File: config.mk
export PLATFORM = sky130hd
export DESIGN_NAME = mux_scan_nto1
export DESIGN_NICKNAME = d
export VERILOG_FILES = /design/src/rtl/mux_pkg.sv /design/src/rtl/mux_scan_nto1_dwell_counter.sv /design/src/rtl/mux_scan_nto1.sv
export SDC_FILE = /design/constraint.sdc
export NUM_CORES = 1
export LEC_CHECK = 0
export CAP_MARGIN = 40
export CORE_AREA = 3 3 40 42
export CTS_CLUSTER_DIAMETER = 40
export CTS_CLUSTER_SIZE = 10
export DETAILED_ROUTE_END_ITERATION = 10
export DIE_AREA = 0 0 43 45
export GPL_ROUTABILITY_DRIVEN = 0
export PLACE_DENSITY_LB_ADDON = 0.12
export SYNTH_ARGS = -nofsm -noshare
export SYNTH_HDL_FRONTEND = slang
export SYNTH_SLANG_ARGS = --single-unit
export TNS_END_PERCENT = 50
File: constraint.sdc
create_clock -name clk -period 3.7 [get_ports clk]
set_input_delay 0.37 -clock clk [delete_from_list [all_inputs] [get_ports clk]]
set_output_delay 0.37 -clock clk [all_outputs]
set_load 0.005 [all_outputs]
File: src/rtl/mux_pkg.sv
// Shared definitions for the scanning N:1 multiplexer: mode encodings and a
// ceiling-log2 helper usable in constant expressions.
package mux_pkg;

    localparam logic MODE_MANUAL = 1'b0;
    localparam logic MODE_AUTO   = 1'b1;

    // Smallest r such that 2**r >= value; returns 0 for value <= 1.
    function automatic int clog2(input int value);
        int v;
        int r;
        v = value - 1;
        r = 0;
        while (v > 0) begin
            r++;
            v = v >>> 1;
        end
        return r;
    endfunction

endpackage

File: src/rtl/mux_scan_nto1_dwell_counter.sv
// Dwell counter for the auto-scan mux: counts enabled cycles modulo DWELL and
// flags the last cycle of each dwell period with tick.
module dwell_counter
    import mux_pkg::*;
#(
    parameter int DWELL = 4
) (
    input  logic clk,
    input  logic rst_n,
    input  logic en,
    input  logic clr,
    output logic tick
);

    localparam int              CNT_W = clog2(DWELL + 1);
    localparam logic [CNT_W-1:0] LAST  = CNT_W'(DWELL - 1);

    logic [CNT_W-1:0] cnt_p1;

    // clr wins over en so a load or a drop to manual always restarts the dwell
    always_ff @(posedge clk or negedge rst_n) begin
        if (!rst_n) begin
            cnt_p1 <= '0;
        end else if (clr) begin
            cnt_p1 <= '0;
        end else if (en) begin
            if (cnt_p1 == LAST) begin
                cnt_p1 <= '0;
            end else begin
                cnt_p1 <= cnt_p1 + 1'b1;
            end
        end
    end

    assign tick = (cnt_p1 == LAST);

endmodule

File: src/rtl/mux_scan_nto1.sv
// N-channel, W-bit registered multiplexer with manual select loading and an
// auto-scan mode that dwells DWELL enabled cycles on each channel in turn.
module mux_scan_nto1
    import mux_pkg::*;
#(
    parameter  int N_CH  = 4,
    parameter  int W     = 1,
    parameter  int DWELL = 4,
    localparam int SEL_W = clog2(N_CH)
) (
    input  logic              clk,
    input  logic              rst_n,
    input  logic [N_CH*W-1:0] a,
    input  logic              mode,
    input  logic              en,
    input  logic [SEL_W-1:0]  s_in,
    input  logic              s_load,
    output logic [W-1:0]      y,
    output logic [SEL_W-1:0]  s_cur,
    output logic              y_valid,
    output logic              wrap,
    output logic              sel_err
);

    localparam logic [SEL_W:0]   N_CH_EXT = (SEL_W + 1)'(N_CH);
    localparam logic [SEL_W-1:0] LAST_CH  = SEL_W'(N_CH - 1);

    logic [W-1:0] sel_data_p0;
    logic         load_ok_p0;
    logic         at_last_p0;
    logic         tick_p0;
    logic         cnt_en_p0;
    logic         cnt_clr_p0;
    logic         advance_p0;

    always_comb begin
        sel_data_p0 = '0;
        for (int k = 0; k < N_CH; k++) begin
            if (s_cur == SEL_W'(k)) begin
                sel_data_p0 = a[k*W +: W];
            end
        end
    end

    assign load_ok_p0 = s_load && ({1'b0, s_in} < N_CH_EXT);
    assign at_last_p0 = (s_cur == LAST_CH);

    // A rejected load neither clears nor advances the counter: it simply holds.
    assign cnt_clr_p0 = en && ((mode == MODE_MANUAL) || load_ok_p0);
    assign cnt_en_p0  = en && (mode == MODE_AUTO) && !s_load;
    assign advance_p0 = cnt_en_p0 && tick_p0;

    dwell_counter #(
        .DWELL (DWELL)
    ) u_dwell (
        .clk   (clk),
        .rst_n (rst_n),
        .en    (cnt_en_p0),
        .clr   (cnt_clr_p0),
        .tick  (tick_p0)
    );

    // ---- stage p0 -> p1: sample data of the current channel, update select ----
    always_ff @(posedge clk or negedge rst_n) begin
        if (!rst_n) begin
            y       <= '0;
            s_cur   <= '0;
            y_valid <= 1'b0;
            wrap    <= 1'b0;
            sel_err <= 1'b0;
        end else if (en) begin
            y       <= sel_data_p0;
            y_valid <= 1'b1;
            wrap    <= 1'b0;
            sel_err <= 1'b0;
            if (s_load) begin
                if (load_ok_p0) begin
                    s_cur <= s_in;
                end else begin
                    sel_err <= 1'b1;
                end
            end else if (advance_p0) begin
                if (at_last_p0) begin
                    s_cur <= '0;
                    wrap  <= 1'b1;
                end else begin
                    s_cur <= s_cur + 1'b1;
                end
            end
        end else begin
            wrap    <= 1'b0;
            sel_err <= 1'b0;
        end
    end

endmodule

==> results by stage <==
Synth:
- The post-synthesis sequential area ratio is 0.408.
- The average size of a mapped cell is 10.9 um2.
- The post-synth design cell area is 490 um2.
- The synthesized design contains 8 register bits.
- When the netlist entered floorplanning its net count stood at 61.
- The synthesized netlist contains 24 unique library cells.
- The warning count from the yosys run is 0.
- The instance count of the mapped netlist is 45.

Timing:
- Dividing the final minimum period by the clock period gives 0.425.
- Hold is met by 0.394 ns.
- The number of slew-limit violations in the final report is 0.
- The post-route clock skew is 0.00324 ns.
- After routing, the total negative slack on setup checks comes to 0 ns.
- Static timing analysis puts the maximum clock frequency at 635 MHz.
- The final setup violation count is 0.
- The hold violation total from the final report is 0.
- Subtracting the final worst setup slack from the clock period gives 1.57 ns.
- Setup repair after global routing left no endpoint under its margin.

Clocking:
- CTS built an H-tree with a depth of 1.
- CTS saw 8 sinks.
- The number of buffers inserted to repair setup after CTS is 0.
- The later pin in the worst-skew pair is clocked with a latency of 0.25 ns.
- Clock-pin slew was measured on the worst setup and hold paths at 0.05 ns.
- The number of hold buffers added after CTS was 0.
- The maximum count of clock buffers along a single path is 2.
- The number of buffers added by the clock tree synthesis step is 3.
- Post-CTS repair changed the size of 0 cells.
- The buffer cell driving the clock tree root is clkbuf_4.
- The TritonCTS clock tree is done.

Die:
- From left edge to right edge, the die measures 43 um.
- The starting density of the core is 0.382.
- The top-level port count is 17.
- After floorplanning, the core was divided into 13 placement rows.
- The die covers 1940 um2.
- The total area inside the core boundary comes to 1280 um2.
- The floorplan die height is 45 um.

Setup path:
- The critical path goes through clkdlybuf4s50_1.
- The largest fanout on the critical path is 5.
- The kind of cell adding the most delay to the critical path is buffers and inverters.
- The worst path buffer plus inverter count is 1.
- In this design, the stage delay of the slowest critical-path cell is 0.53 ns.
- The kind of launch point of the worst setup path is a flop.
- Data arrives at the worst endpoint at 1.20 ns.
- The category of the most critical setup path is flop to output port.
- STA puts the critical path data required time at 3.33 ns.
- For this design, the slowest cell found on the critical path is clkdlybuf4s50_1.
- The worst setup path is captured at an output port.

Global routing:
- After global routing the overflow that remains totals 0.
- The wire length of the first global-routing pass is 1480 um.
- Entering global routing, the biggest net connects 11 pins.
- The initial antenna violation count was 0.
- In the global route stage, overall resource usage came out at 0.112.
- The number of global-route vias before repair was 353.

Finish:
- The antenna diode count is 0.
- For this run, the post-layout net count is 79.
- Of the cells placed in the final design, the portion with a size suffix greater than 1 is 0.131.
- With fillers left out, the area of the finished cells amounts to 663 um2.
- Relative to the synthesized area, the layout overhead comes to 35.2%.

Placement:
- Buffers placed on the I/O ports in this run total 15.
- In this run the cell area measured after placement is 641 um2.
- The final HPWL from detailed placement is 726 um.

Route:
- The total wire length is 872 um.
- The final route contains 370 vias.
- The detailed-routing iteration count for the pre-antenna-repair pass is 4.
- The average routed wire per standard cell is 11.5 um.
- The per-cell via count in the routed design is 4.87.
- The first routing iteration left 15 violations.
- In this run the remaining antenna-violating nets after routing total 0.
- After detailed routing, the number of remaining DRC violations is 0.

Power:
- IR analysis of the VDD net gives a maximum drop of 222 uV.
- The areal power density over the cells is 465 nW/um2.
- In this run the static leakage power is 0.312 nW.

Run status:
- The flow ran to the end, and the final reports show no timing, DRC or antenna violations.

Min path:
- In this run the worst hold path is classified as primary input to asynchronous set/reset pin.

Flow run:
- The total of max-cap violations is 0.
cell usage after synthesis (all sizes together):
cell / n / area [um2]
a21boi: 1 / 7.51
a21oi: 2 / 10.0
a221o: 1 / 10.0
a31oi: 2 / 27.5
and2: 1 / 8.76
and2b: 1 / 7.51
buf: 2 / 18.8
conb: 1 / 3.75
dfrtp: 8 / 200
ha: 5 / 62.6
inv: 4 / 15.0
mux2i: 3 / 30.0
nand2: 3 / 11.3
nand2b: 2 / 12.5
nand3: 1 / 5.00
nand3b: 1 / 20.0
nor2: 2 / 7.51
nor2b: 1 / 8.76
nor3: 1 / 5.00
o21ai: 1 / 5.00
o31ai: 1 / 7.51
or2: 1 / 6.26
sequential cells by signal, summed over array words and instances (netlist names):
name and count:
y_valid 1, y 1, s_cur 2, wrap 1, u_dwell.cnt_p1 3
metrics by stage:
stage                     utilization  setup WS (ns)  instances  total power, mW
after floorplan                     -           2.42         45            0.190
after global placement          0.499           2.07         73            0.247
after detailed placement        0.499           2.01         73            0.246
after CTS                       0.516           2.11         76            0.313
after global routing            0.516           2.07         76            0.335
final                           0.516           2.13         76            0.308
kinds of logic after synthesis:
logic type               synth area share
AND/OR/NAND/NOR                     0.189
AO/OA/AOI/OAI                       0.138
flip-flops                          0.408
buffers and inverters              0.0689
adder cells (fa/ha/maj)             0.128
multiplexers                       0.0612
other                             0.00765
cells in the final DEF, fill, tap and decap left out, drive strengths merged:
master         instances
clkbuf                 3
mux2i                  3
nor2b                  1
conb                   1
a221o                  1
nand3b                 1
a21oi                  2
a21boi                 1
a31oi                  2
nor3                   1
o31ai                  1
nor2                   2
dfrtp                  8
nand3                  1
and2                   1
nand2b                 2
ha                     5
or2                    1
o21ai                  1
nand2                  3
clkdlybuf4s50         15
inv                    4
and2b                  1
worst paths after layout:
check / from / endpoint / slack [ns] / cells after the start
worst min-delay path: rst_n / u_dwell.cnt_p1[1] / 0.39 / 1
max in group asynchronous: rst_n / u_dwell.cnt_p1[0] / 3.04 / 1
min in group clk: y_valid / y_valid / 0.49 / 1
worst min register to register: y_valid / y_valid / 0.49 / 1
worst max-delay path: s_cur[0] / s_cur[0] / 2.13 / 1
worst max register to register: s_cur[0] / y / 2.32 / 5
cell type report:
cell class | count | area, um2
fill | 125 | 622
multi-input combinational | 31 | 256
clock buffer | 3 | 22.5
timing repair buffer | 15 | 150
tap | 15 | 18.8
sequential | 8 | 200
inverter | 4 | 15.0
layer usage:
metal,global-route usage,up-vias,share of wire
li1,-,180,-
met5,0,-,0
met4,0.0542,0,0.014
met3,0.0637,4,0.11
met1,0.119,167,0.38
met2,0.180,19,0.49
power by group:
part | switching [mW] | internal [mW] | leakage [nW]
registers | 0.0149 | 0.104 | 0.0989
clock network | 0.0280 | 0.0370 | 0.0138
logic | 0.0516 | 0.0730 | 0.199
Power figures use the tool's default switching activity.
